--- config.mk ---
export PLATFORM = sky130hd
export DESIGN_NAME = spi_mailbox_bridge
export DESIGN_NICKNAME = d
export VERILOG_FILES = /design/src/rtl/spi_mailbox_bridge.sv
export SDC_FILE = /design/constraint.sdc
export NUM_CORES = 1
export LEC_CHECK = 0
export BUFFER_PORTS_ARGS = -buffer_cell sky130_fd_sc_hd__buf_2
export CAP_MARGIN = 20
export CORE_ASPECT_RATIO = 0.7
export CORE_UTILIZATION = 38
export CTS_BUF_LIST = sky130_fd_sc_hd__clkbuf_8
export DETAILED_ROUTE_END_ITERATION = 6
export HOLD_SLACK_MARGIN = 0.02
export PLACE_DENSITY = 0.57
export SYNTH_ARGS = -nofsm -noshare
export SYNTH_HDL_FRONTEND = slang
export SYNTH_SLANG_ARGS = --single-unit
--- constraint.sdc ---
create_clock -name clk -period 6.1 [get_ports clk]
set_clock_uncertainty 0.1 [all_clocks]
set_input_delay 0 -clock clk [delete_from_list [all_inputs] [get_ports clk]]
set_output_delay 0 -clock clk [all_outputs]
set_load 0.005 [all_outputs]
--- src/rtl/spi_mailbox_bridge.sv ---
// Multi-port SPI slave bridge: NUM_PORTS masters share a byte mailbox and an
// arbitrated serial-RAM pass-through, with doorbell interrupts between ports.
module spi_mailbox_bridge #(
  parameter  int NUM_PORTS = 2,
  parameter  int DEPTH     = 16,
  localparam int OWNER_W   = $clog2(NUM_PORTS + 1)
) (
  input  logic                 clk,
  input  logic                 reset,
  input  logic [NUM_PORTS-1:0] spi_nss,
  input  logic [NUM_PORTS-1:0] spi_sck,
  input  logic [NUM_PORTS-1:0] spi_mosi,
  output logic [NUM_PORTS-1:0] spi_miso,
  output logic [NUM_PORTS-1:0] irq,
  output logic                 ram_nss,
  output logic                 ram_sck,
  output logic                 ram_mosi,
  input  logic                 ram_miso,
  output logic [OWNER_W-1:0]   bus_owner
);

  localparam int AW = $clog2(DEPTH);
  localparam logic [OWNER_W-1:0] NONE = OWNER_W'(NUM_PORTS);

  typedef enum logic [2:0] {IDLE, OPCODE, ADDR, WRITE, READ, RAM, DONE} state_t;

  logic [NUM_PORTS-1:0] nss_q1, nss_q2, sck_q1, sck_q2, sck_q3, mosi_q1, mosi_q2;
  logic [NUM_PORTS-1:0] rise, fall;
  logic [NUM_PORTS-1:0] seen_high, byte_vld, is_read, stat_mode, ram_armed;
  logic [2:0]           cnt [NUM_PORTS];
  logic [7:0]           sr  [NUM_PORTS];
  logic [7:0]           rx  [NUM_PORTS];
  logic [7:0]           tx  [NUM_PORTS];
  logic [AW-1:0]        ptr [NUM_PORTS];
  logic [7:0]           mbox [DEPTH];
  state_t               state    [NUM_PORTS];
  state_t               state_nx [NUM_PORTS];

  logic [NUM_PORTS-1:0] we, req, rel, st_clr, tx_load, ptr_load, ptr_inc;
  logic [7:0]           tx_val [NUM_PORTS];
  logic [OWNER_W-1:0]   owner_nx;
  logic [NUM_PORTS-1:0] irq_nx;

  // byte_vld is a one-clk strobe carrying rx; every consumer acts on it that
  // same clk, so there is no back-pressure path.
  assign rise = sck_q2 & ~sck_q3;
  assign fall = ~sck_q2 & sck_q3;

  // nss sync resets low so a master still selected across reset looks busy
  // until it deasserts (seen_high gates the restart).
  always_ff @(posedge clk or posedge reset) begin
    if (reset) begin
      nss_q1  <= '0;
      nss_q2  <= '0;
      sck_q1  <= '0;
      sck_q2  <= '0;
      sck_q3  <= '0;
      mosi_q1 <= '0;
      mosi_q2 <= '0;
    end else begin
      nss_q1  <= spi_nss;
      nss_q2  <= nss_q1;
      sck_q1  <= spi_sck;
      sck_q2  <= sck_q1;
      sck_q3  <= sck_q2;
      mosi_q1 <= spi_mosi;
      mosi_q2 <= mosi_q1;
    end
  end

  always_ff @(posedge clk or posedge reset) begin
    if (reset) begin
      for (int p = 0; p < NUM_PORTS; p++) state[p] <= IDLE;
    end else begin
      for (int p = 0; p < NUM_PORTS; p++) state[p] <= state_nx[p];
    end
  end

  always_comb begin
    logic [AW-1:0] nptr;
    nptr     = '0;
    we       = '0;
    req      = '0;
    rel      = '0;
    st_clr   = '0;
    tx_load  = '0;
    ptr_load = '0;
    ptr_inc  = '0;
    for (int p = 0; p < NUM_PORTS; p++) begin
      state_nx[p] = state[p];
      tx_val[p]   = tx[p];
    end
    for (int p = 0; p < NUM_PORTS; p++) begin
      nptr = ptr[p] + AW'(1);
      if (nss_q2[p]) begin
        state_nx[p] = IDLE;
      end else begin
        case (state[p])
          IDLE: if (seen_high[p]) state_nx[p] = OPCODE;
          OPCODE: if (byte_vld[p]) begin
            case (rx[p])
              8'h01, 8'h02: state_nx[p] = ADDR;
              8'h03:        state_nx[p] = RAM;
              8'h04: begin
                state_nx[p] = READ;
                tx_load[p]  = 1'b1;
                tx_val[p]   = {3'b000, irq[p], bus_owner == OWNER_W'(p), 3'(bus_owner)};
              end
              8'h05: begin
                req[p]      = 1'b1;
                state_nx[p] = DONE;
              end
              8'h06: begin
                rel[p]      = 1'b1;
                state_nx[p] = DONE;
              end
              default: state_nx[p] = DONE;
            endcase
          end
          ADDR: if (byte_vld[p]) begin
            ptr_load[p] = 1'b1;
            if (is_read[p]) begin
              state_nx[p] = READ;
              tx_load[p]  = 1'b1;
              tx_val[p]   = mbox[rx[p][AW-1:0]];
            end else begin
              state_nx[p] = WRITE;
            end
          end
          WRITE: if (byte_vld[p]) begin
            we[p]      = 1'b1;
            ptr_inc[p] = 1'b1;
          end
          READ: if (byte_vld[p]) begin
            if (stat_mode[p]) begin
              st_clr[p]   = 1'b1;
              state_nx[p] = DONE;
            end else begin
              ptr_inc[p] = 1'b1;
              tx_load[p] = 1'b1;
              tx_val[p]  = mbox[nptr];
            end
          end
          default: ;
        endcase
      end
    end
  end

  // The fall right after a byte's 8th rise (cnt back at 0) must not shift:
  // the freshly loaded bit 0 has to be on MISO for the next byte's first rise.
  always_ff @(posedge clk or posedge reset) begin
    if (reset) begin
      seen_high <= '0;
      byte_vld  <= '0;
      is_read   <= '0;
      stat_mode <= '0;
      ram_armed <= '0;
      for (int p = 0; p < NUM_PORTS; p++) begin
        cnt[p] <= '0;
        sr[p]  <= '0;
        rx[p]  <= '0;
        tx[p]  <= '0;
        ptr[p] <= '0;
      end
    end else begin
      for (int p = 0; p < NUM_PORTS; p++) begin
        if (nss_q2[p]) seen_high[p] <= 1'b1;
        if (nss_q2[p] || !seen_high[p]) begin
          cnt[p]       <= '0;
          byte_vld[p]  <= 1'b0;
          ram_armed[p] <= 1'b0;
        end else begin
          byte_vld[p] <= rise[p] && (cnt[p] == 3'd7);
          if (rise[p]) begin
            sr[p]  <= {mosi_q2[p], sr[p][7:1]};
            cnt[p] <= cnt[p] + 3'd1;
            if (cnt[p] == 3'd7) rx[p] <= {mosi_q2[p], sr[p][7:1]};
          end
          if (state[p] == RAM && fall[p]) ram_armed[p] <= 1'b1;
        end
        if (tx_load[p]) tx[p] <= tx_val[p];
        else if (fall[p] && cnt[p] != 3'd0) tx[p] <= {1'b1, tx[p][7:1]};
        if (ptr_load[p]) ptr[p] <= rx[p][AW-1:0];
        else if (ptr_inc[p]) ptr[p] <= ptr[p] + AW'(1);
        if (state[p] == OPCODE && byte_vld[p]) begin
          is_read[p]   <= (rx[p] == 8'h02);
          stat_mode[p] <= (rx[p] == 8'h04);
        end
      end
    end
  end

  // Descending loop: the lowest port index writes last and wins.
  always_ff @(posedge clk or posedge reset) begin
    if (reset) begin
      for (int i = 0; i < DEPTH; i++) mbox[i] <= '0;
    end else begin
      for (int p = NUM_PORTS - 1; p >= 0; p--) begin
        if (we[p]) mbox[ptr[p]] <= rx[p];
      end
    end
  end

  always_comb begin
    owner_nx = bus_owner;
    for (int p = NUM_PORTS - 1; p >= 0; p--) begin
      if (req[p] && bus_owner == NONE) owner_nx = OWNER_W'(p);
    end
    for (int p = 0; p < NUM_PORTS; p++) begin
      if (rel[p] && bus_owner == OWNER_W'(p)) owner_nx = NONE;
    end
    irq_nx = irq & ~st_clr;
    for (int w = 0; w < NUM_PORTS; w++) begin
      if (we[w] && ptr[w] == AW'(DEPTH - 1)) irq_nx = irq_nx | ~(NUM_PORTS'(1) << w);
    end
  end

  always_ff @(posedge clk or posedge reset) begin
    if (reset) begin
      bus_owner <= NONE;
      irq       <= '0;
    end else begin
      bus_owner <= owner_nx;
      irq       <= irq_nx;
    end
  end

  // RAM pins follow the owner's raw pins; SCK stays gated until the opcode
  // byte's last fall so the RAM never sees a partial first clock.
  always_comb begin
    ram_nss  = 1'b1;
    ram_sck  = 1'b0;
    ram_mosi = 1'b0;
    spi_miso = '0;
    for (int p = 0; p < NUM_PORTS; p++) begin
      if (state[p] == RAM && bus_owner == OWNER_W'(p)) begin
        ram_nss  = spi_nss[p];
        ram_sck  = spi_sck[p] & ram_armed[p];
        ram_mosi = spi_mosi[p];
      end
      if (spi_nss[p]) begin
        spi_miso[p] = 1'b0;
      end else begin
        case (state[p])
          IDLE:    spi_miso[p] = 1'b0;
          READ:    spi_miso[p] = tx[p][0];
          RAM:     spi_miso[p] = (bus_owner == OWNER_W'(p)) ? ram_miso : 1'b1;
          default: spi_miso[p] = sr[p][0];
        endcase
      end
    end
  end

endmodule

==> qor.yml, run 1 <==
critical_path:
  crit_chain: "buf_4, inv_1, ha_1, buf_4, mux4_2, mux2i_1, o22ai_1, o22a_1"
  rrSetupSlack_ns: 2.51
  path_max_fanout: 38
  reg2reg_to: "tx[7]$_DFFE_PP0P_"
  worstSetupStartpoint: "ptr[0]$_DFFE_PP0P_"
  critPathArrivalTime_ns: 3.93
  slowest_delay_ns: 0.93
  worstSetupPathType: "flip-flop to flip-flop"
  start_kind: "flip-flop"
  cpMaxStageDelayCell: "ha_1"
  rr_startpoint: "ptr[0]$_DFFE_PP0P_"
  path_common_cell: "buf_4"
  cp_data_required_time_ns: 6.45
  critPathCapture: "tx[7]$_DFFE_PP0P_"
  end_kind: "flip-flop"
  worst-r2r-cell-count: 8
yosys:
  syn_nets: 1391
  synth_edf_count: 0
  synth_seq_area_share_pct: 37.72
  yosys_warnings: 0
  synth_top_flop_cell: "dfrtp_1"
  yosysTopAreaCellShare_pct: 37.54
  async_flop_share_pct: 100.0
  synthDistinctLibCells: 75
  syn_inst: 1368
  synth_area_um2: 14870
  ys_ff_latch: 224
  synth.avg_cell_area_um2: 10.87
  synth_largest_area_cell: "dfrtp_1"
  synthTopCellsByArea: "dfrtp_1, mux4_2, mux2i_1"
route:
  vias: 11880
  drt-pass1-iter-count: 5
  final_antenna_net_count: 0
  drt-initial-drc-count: 1435
  routedWlPerCell_um: 26.94
  viasPerCell: 6.294
  wirelength_mm: 50.84
  post-route-drc-count: 0
clocking:
  clk_pin_slew_ns: 0.07
  cts.sinks: 224
  cts_max_path_buffers: 3
  clk_latency_ns: 0.57
  cts_tree: "yes"
  root_buffer: "clkbuf_8"
  cts_resized: 0
  cts_buffers: 37
  htree_levels: 2
global_route:
  grt_pass1_wl_mm: 75.80
  antenna_found_initial: 1
  grt_pass1_vias: 11170
  grt_overflow: 0
  grt_use_total_pct: 25.71
  grt_start_max_net_pins: 145
floorplan:
  die_w_um: 238.4
  die_h_um: 167.5
  ioPinCount: 18
  die-area_um2: 39930
  core_area_um2: 38510
  num_rows: 60
  start_util_pct: 38.60
power_and_ir_drop:
  p_leak_nw: 7.627
  ir_drop_mv: 0.1515
  power_density_nw_per_um2: 205.1
  total_power_mw: 3.309
sta:
  hold_viol: 0
  rsz0062_at_grt: "false"
  drv_slew: 0
  period_share_pct: 58.82
  totalNegativeSetupSlack_ns: 0
  slew_headroom_pct: 25.35
  max_freq_ghz: 0.2787
  setup_viol_count_final: 0
  fin_crit_ns: 3.588
  setup_slack_ns: 2.512
  worst_pin_slew_ns: 1.120
  timing.hold.ws_ns: 0.04322
min_path:
  min_path_type: "primary input to flip-flop"
finish:
  postLayoutCellArea_um2: 16130
  n_antenna_cell: 0
  area.growth.synth_to_final_pct: 8.510
  final_common_cell: "dfrtp_1"
  mostFrequentLayoutCells: "dfrtp_1, mux2i_1, nor2_1"
  finish.net_count: 1356
  drive_gt1_share_pct: 19.85
placed_design:
  placed_cell_area_um2: 15290
  port_buffers: 17
  detailed_place_hpwl_mm: 35.58
  place_ws_ns: 2.524
  routabilityCongestion: 0.9898
run_status:
  status: "finished clean"
job:
  drv_cap: 0
cell type report:
class	count	area (um2)
fillers	3693	22380
multi-input cells	996	8665
flip-flops and latches	224	5615
well taps	527	659.4
clock buffers	47	646.9
repair buffers	49	365.4
inverters	25	97.59
clock inverters	19	81.33
through the flow:
stage          utilization (%)  std cells
5_1_grt                  41.88       1887
3_5_place_dp             39.71       1810
4_1_cts                  41.88       1887
3_3_place_gp             39.71       1810
2_1_floorplan                -       1368
6_report                 41.88       1887
worst min path at each step:
stage                    start             endpoint  slack [ns]  depth (start not counted)
finish              spi_sck[1]  sck_q1[1]$_DFF_PP0_        0.04                          2
CTS                 spi_sck[1]  sck_q1[1]$_DFF_PP0_        0.02                          2
global route        spi_sck[1]  sck_q1[1]$_DFF_PP0_        0.03                          2
floorplan           spi_nss[0]          spi_miso[0]       -0.07                          1
detailed placement       reset   sr[13]$_DFFE_PP0P_       -0.04                          2
global placement         reset   sr[14]$_DFFE_PP0P_       -0.04                          2
critical path, delay by kind of cell (launching register included):
kind	cells	cell delay [ns]
mux	2	0.70
compound gates	2	0.30
fa+ha+maj	1	0.93
flops	1	0.34
buf+inv	3	1.08
synthesized netlist by cell type (6+ instances only):
| cell | number |
|---|---|
| inv_1 | 25 |
| o21ai_0 | 27 |
| ha_1 | 14 |
| nand2b_1 | 11 |
| or3_1 | 10 |
| nand2_1 | 77 |
| mux2i_1 | 187 |
| dfrtp_1 | 223 |
| a22oi_1 | 13 |
| nor3_1 | 10 |
| nand3_1 | 19 |
| mux4_2 | 122 |
| nor2_1 | 159 |
| o22a_1 | 7 |
| o41ai_1 | 6 |
| nor2b_1 | 17 |
| a211oi_1 | 12 |
| clkbuf_1 | 88 |
| and3_1 | 7 |
| a21oi_1 | 141 |
| buf_2 | 18 |
| buf_1 | 12 |
| o22ai_1 | 14 |
| a31oi_1 | 6 |
| mux2_2 | 31 |
sequential cells by signal, indices dropped and copies added (netlist names), 6 cells and up:
name and flops:
sr 16, tx 16, mbox 128, state 6, cnt 6, rx 16
ptr 8
where the power goes:
group          internal [mW]  switching (mW)  total, mW
clock                  0.694           0.661       1.35
sequential              1.58           0.101       1.68
combinational          0.129           0.149      0.278
total                   2.40           0.911       3.31
timing repair:
| item | in CTS | in global routing |
|---|---|---|
| hold endpoints to repair | 88 | 0 |
| buffers inserted | 0 | 0 |
| hold buffers | 11 | 0 |
per-layer routing:
layer	wire, um	share of wire, %	track usage [%]
met5	0	0	0
met4	1236	2.4	6.884
met3	6842	13	9.908
met2	19350	38	32.04
met1	23420	46	40.19
cell families (layout without fill, tap and decap cells):
group / after synthesis / count (layout) / synth area share (%)
compound gates: 278 / 278 / 11.84
xor+xnor: 9 / 9 / 0.5807
fa+ha+maj: 14 / 14 / 1.178
buf+inv: 148 / 140 / 4.048
flops: 224 / 224 / 37.72
mux: 340 / 340 / 33.42
simple gates: 355 / 355 / 11.21
No activity file was read; power rests on OpenSTA's default activity.
==> inputs of run 2 (changes only) <==
- clock period: 6.1 -> 2.94 ns (I/O delays scaled with it)
==> run 2 against run 1 <==
Effect of this change: final cell count grew 3.7%; sequential power rose by 100%; worst hold slack improved by 0.018 ns; largest cell class unchanged; first-iteration DRC count grew 11%; critical path type unchanged; die area unchanged; maximum frequency grew 33%; clock power up 120%; sequential cell count is the same; wire length up 3.8%; via count up 3.1%.
==> qor.yml, run 2 (synthesized netlist as in run 1, its figures left out) <==
run_status:
  status: "finished clean"
sta:
  timing.hold.ws_ns: 0.06101
  slew_headroom_pct: 36.74
  rsz0062_at_grt: "false"
  setup_viol_count_final: 0
  drv_slew: 0
  worst_pin_slew_ns: 0.9469
  period_share_pct: 91.79
  max_freq_ghz: 0.3706
  setup_slack_ns: 0.2413
  totalNegativeSetupSlack_ns: 0
  hold_viol: 0
  fin_crit_ns: 2.699
finish:
  n_antenna_cell: 0
  largest-register: "mbox"
  finish.net_count: 1425
  ff_latch_area_um2: 5615
  area.growth.synth_to_final_pct: 13.29
  fillers: 3640
  largest_reg_flops: 128
  drive_gt1_share_pct: 23.99
  postLayoutCellArea_um2: 16840
  multiInputGateArea_um2: 8665
  final_common_cell: "dfrtp_1"
  final_cells: 1957
  mostFrequentLayoutCells: "dfrtp_1, mux2i_1, nor2_1"
global_route:
  antenna_found_initial: 2
  grt_start_max_net_pins: 73
  grt_overflow: 0
  grt_pass1_vias: 11420
  grt_pass1_wl_mm: 78.30
  grt_use_total_pct: 26.71
placed_design:
  dpl.cell_count: 1878
  routabilityCongestion: 1.033
  placed_cell_area_um2: 15970
  detailed_place_hpwl_mm: 37.28
  port_buffers: 17
  place_ws_ns: 0.3757
clocking:
  root_buffer: "clkbuf_8"
  clk_pin_slew_ns: 0.07
  clk_latency_ns: 0.58
  cts_resized: 0
  htree_levels: 2
  cts_max_path_buffers: 3
  cts_buffers: 38
  cts.sinks: 224
  cts_tree: "yes"
min_path:
  whs_path_depth: 2
  min_from: "spi_nss[0]"
  min_path_type: "primary input to flip-flop"
floorplan:
  die_w_um: 238.4
  core_area_um2: 38510
  die_h_um: 167.5
  ioPinCount: 18
  num_rows: 60
  start_util_pct: 38.60
  die-area_um2: 39930
critical_path:
  path_max_fanout: 16
  rr_startpoint: "state[4]$_DFFE_PP0P_"
  worstSetupPathType: "flip-flop to flip-flop"
  critPathArrivalTime_ns: 3.01
  cpMaxStageDelayCell: "dfrtp_1"
  slowest_delay_ns: 0.60
  crit_chain: "nor4bb_1, and3_1, nand2_1, nor2_1, a21oi_1"
  start_kind: "flip-flop"
  worst-r2r-cell-count: 5
  worstSetupStartpoint: "state[4]$_DFFE_PP0P_"
  end_kind: "flip-flop"
  cp_data_required_time_ns: 3.25
job:
  drv_cap: 0
route:
  drt-initial-drc-count: 1596
  post-route-drc-count: 0
  routedWlPerCell_um: 26.96
  drt-pass1-iter-count: 6
  final_antenna_net_count: 0
  viasPerCell: 6.258
  wirelength_mm: 52.76
  vias: 12250
power_and_ir_drop:
  p_leak_nw: 7.998
  ir_drop_mv: 0.3182
  power_density_nw_per_um2: 419.4
[run 2: cell types whose count changed in the layout (fill, tap and decap cells not counted)]
cell        delta
buf_12        +13
inv_1          -3
buf_4         +55
clkinvlp_4     +3
clkbuf_8       -1
clkinv_2       +2
bufinv_16      +1
[run 2: layout make-up]
cell class	instances	area share, %
Sequential cell	224	33.34
Clock buffer	46	3.759
Tap cell	527	3.915
Inverter	25	0.5795
Timing Repair Buffer	117	6.166
Clock inverter	22	0.7875
Multi-Input combinational cell	996	51.45
[run 2: worst max-delay path: cells and delay by family, from the launching register on]
kind | cells | cell delay (ns)
simple gates | 4 | 1.77
compound gates | 1 | 0.06
flops | 1 | 0.60
[run 2: per-layer routing]
metal	track usage [%]	up-vias	wire (um)
li1	-	5212	-
met1	39.93	6166	23210
met2	34.25	766	20700
met3	12.23	98	7630
met4	6.159	4	1137
met5	1.212	-	79
[run 2: what timing repair did]
item	4_1_cts	5_1_grt
buffers inserted	0	0
hold buffers	11	0
hold endpoints to repair	39	0
[run 2: per-stage QoR]
step | util, % | power, mW
after floorplan | - | 3.896
after CTS | 43.73 | 7.110
after global placement | 41.46 | 4.143
after detailed placement | 41.46 | 4.149
after global routing | 43.73 | 7.358
final | 43.73 | 7.063
[run 2: worst paths after layout]
kind | end | slack [ns]
min in group asynchronous | mbox[34]$_DFF_PP0_ | 0.08
setup / recovery | mbox[44]$_DFF_PP0_ | 0.24
hold / removal | nss_q1[0]$_DFF_PP0_ | 0.06
hold reg to reg | nss_q2[0]$_DFF_PP0_ | 0.25
setup reg to reg | mbox[44]$_DFF_PP0_ | 0.24
max in group asynchronous | ptr[0]$_DFFE_PP0P_ | 1.71
[run 2: report_power, final]
part	switching [mW]	internal, mW
registers	0.150	3.27
clock network	1.43	1.52
logic	0.374	0.321
==> inputs of run 3 (changes only) <==
- PLACE_DENSITY: 0.57 -> 0.56
- clock period: 2.94 -> 2.6 ns (I/O delays scaled with it)
==> run 3 against run 2 <==
Effect of this change: wire length increased by 0.93%; first-iteration DRC count decreased by 8.0%; die area unchanged; sequential cell count unchanged; critical path type unchanged; largest cell class unchanged; highest routed layer unchanged.
==> qor.yml, run 3 (synthesized netlist as in run 1, its figures left out) <==
sta:
  slew_headroom_pct: 43.06
  drv_slew: 0
  fin_crit_ns: 2.482
  totalNegativeSetupSlack_ns: 0
  setup_slack_ns: 0.1185
  rsz0062_at_grt: "false"
  hold_viol: 0
  setup_viol_count_final: 0
  timing.hold.ws_ns: 0.04248
  worst_pin_slew_ns: 0.8523
  max_freq_ghz: 0.4030
  period_share_pct: 95.44
run_status:
  status: "finished clean"
finish:
  largest_reg_flops: 128
  final_common_cell: "dfrtp_1"
  largest-register: "mbox"
  multiInputGateArea_um2: 8676
  drive_gt1_share_pct: 25.60
  area.growth.synth_to_final_pct: 15.24
  ff_latch_area_um2: 5617
  postLayoutCellArea_um2: 17130
  finish.net_count: 1452
  mostFrequentLayoutCells: "dfrtp_1, mux2i_1, nor2_1"
  fillers: 3621
critical_path:
  start_kind: "flip-flop"
  cp_data_required_time_ns: 2.99
  critPathArrivalTime_ns: 2.88
  crit_chain: "or4_4, or4b_4, o21ai_4, or2b_1, o221a_1"
  cpMaxStageDelayCell: "or4_4"
  slowest_delay_ns: 0.57
  worstSetupPathType: "flip-flop to flip-flop"
  path_max_fanout: 8
  end_kind: "flip-flop"
power_and_ir_drop:
  ir_drop_mv: 0.3010
  pwr-share-comb_pct: 8.9
  power_frac_seq_pct: 48.0
  p_int_mw: 5.929
  switching_power_mw: 2.195
  swShare_pct: 27.02
  power_density_nw_per_um2: 474.2
  p_leak_nw: 8.162
  power_frac_clock_pct: 43.1
route:
  final_antenna_net_count: 0
  vias: 12220
  post-route-drc-count: 0
  drt-pass1-iter-count: 5
  wirelength_mm: 53.24
  routedWlPerCell_um: 26.82
  drt-initial-drc-count: 1469
  viasPerCell: 6.158
global_route:
  grt_pass1_wl_mm: 79.15
  antenna_found_initial: 1
  grt_overflow: 0
  grt_pass1_vias: 11520
  grt_start_max_net_pins: 85
  grt_use_total_pct: 26.93
clocking:
  cts_setup_buffers: 0
  clk_latency_ns: 0.57
  htree_levels: 2
  cts.sinks: 224
  cts_tree: "yes"
  cts_buffers: 38
  cts_max_path_buffers: 3
  clk_pin_slew_ns: 0.07
  root_buffer: "clkbuf_8"
min_path:
  min_path_type: "primary input to flip-flop"
job:
  drv_cap: 0
floorplan:
  num_rows: 60
  core_area_um2: 38510
  die-area_um2: 39930
  die_w_um: 238.4
  start_util_pct: 38.60
  die_h_um: 167.5
  ioPinCount: 18
placed_design:
  port_buffers: 17
  placed_cell_area_um2: 16190
  place_ws_ns: 0.1236
  detailed_place_hpwl_mm: 38.13
  routabilityCongestion: 0.9411
run 3: cell types whose count changed in the layout (fill, tap and decap cells not counted), moves of 2 or more:
cell,change
clkinv_2,-3
buf_4,+25
clkbuf_8,+3
buf_12,+2
run 3: repair_timing:
| action | 4_1_cts | 5_1_grt |
|---|---|---|
| endpoints found under the setup margin | 0 | 10 |
| gates resized for setup | 0 | 3 |
| hold buffers | 11 | 0 |
| endpoints found under the hold margin | 230 | 0 |
run 3: layout make-up:
cell class,count,area share (%)
sequential,224,32.79
inverter,25,0.5697
timing repair buffer,144,7.391
antenna,1,0.01461
clock inverter,19,0.8107
clock buffer,49,3.937
tap,527,3.849
multi-input combinational,996,50.64
run 3: power by group through the flow:
stage	Sequential [mW]	Clock (mW)	Combinational, mW
final	3.90	3.50	0.722
after global routing	3.93	3.75	0.795
after CTS	3.90	3.57	0.722
after detailed placement	3.96	0	0.704
after global placement	3.96	0	0.698
after floorplan	3.85	0	0.554
run 3: worst max-delay path: cells and delay by family (launching register included):
kind	cells	cell delay, ns
AOI/OAI and AO/OA	2	0.47
DFF	1	0.38
and+or+nand+nor	3	1.44
run 3: worst paths after layout:
kind	from	to	slack (ns)	cells past startpoint
max in group asynchronous	reset	ptr[0]$_DFFE_PP0P_	1.23	5
min in group asynchronous	reset	sr[10]$_DFFE_PP0P_	0.40	4
hold / removal	spi_mosi[1]	mosi_q1[1]$_DFF_PP0_	0.04	2
setup reg to reg	rx[4]$_DFFE_PP0P_	tx[1]$_DFFE_PP0P_	0.12	5
hold reg to reg	mosi_q1[1]$_DFF_PP0_	mosi_q2[1]$_DFF_PP0_	0.25	0
setup / recovery	rx[4]$_DFFE_PP0P_	tx[1]$_DFFE_PP0P_	0.12	5
run 3: metal layers:
| metal | share of wire (%) | wire [um] | up-vias | global-route usage [%] |
|---|---|---|---|---|
| met3 | 13 | 6927 | 64 | 10.12 |
| met5 | 0.024 | 13 | - | 0 |
| met2 | 40 | 21300 | 672 | 35.96 |
| met4 | 1.5 | 781 | 2 | 4.153 |
| li1 | - | - | 5263 | - |
| met1 | 45 | 24230 | 6223 | 41.36 |
run 3: per-stage QoR:
step	cells	util, %	total power [mW]
after detailed placement	1905	42.05	4.659
after global placement	1905	42.05	4.655
after CTS	1984	44.44	8.187
after global routing	1984	44.48	8.473
after floorplan	1368	-	4.405
final	1985	44.48	8.124
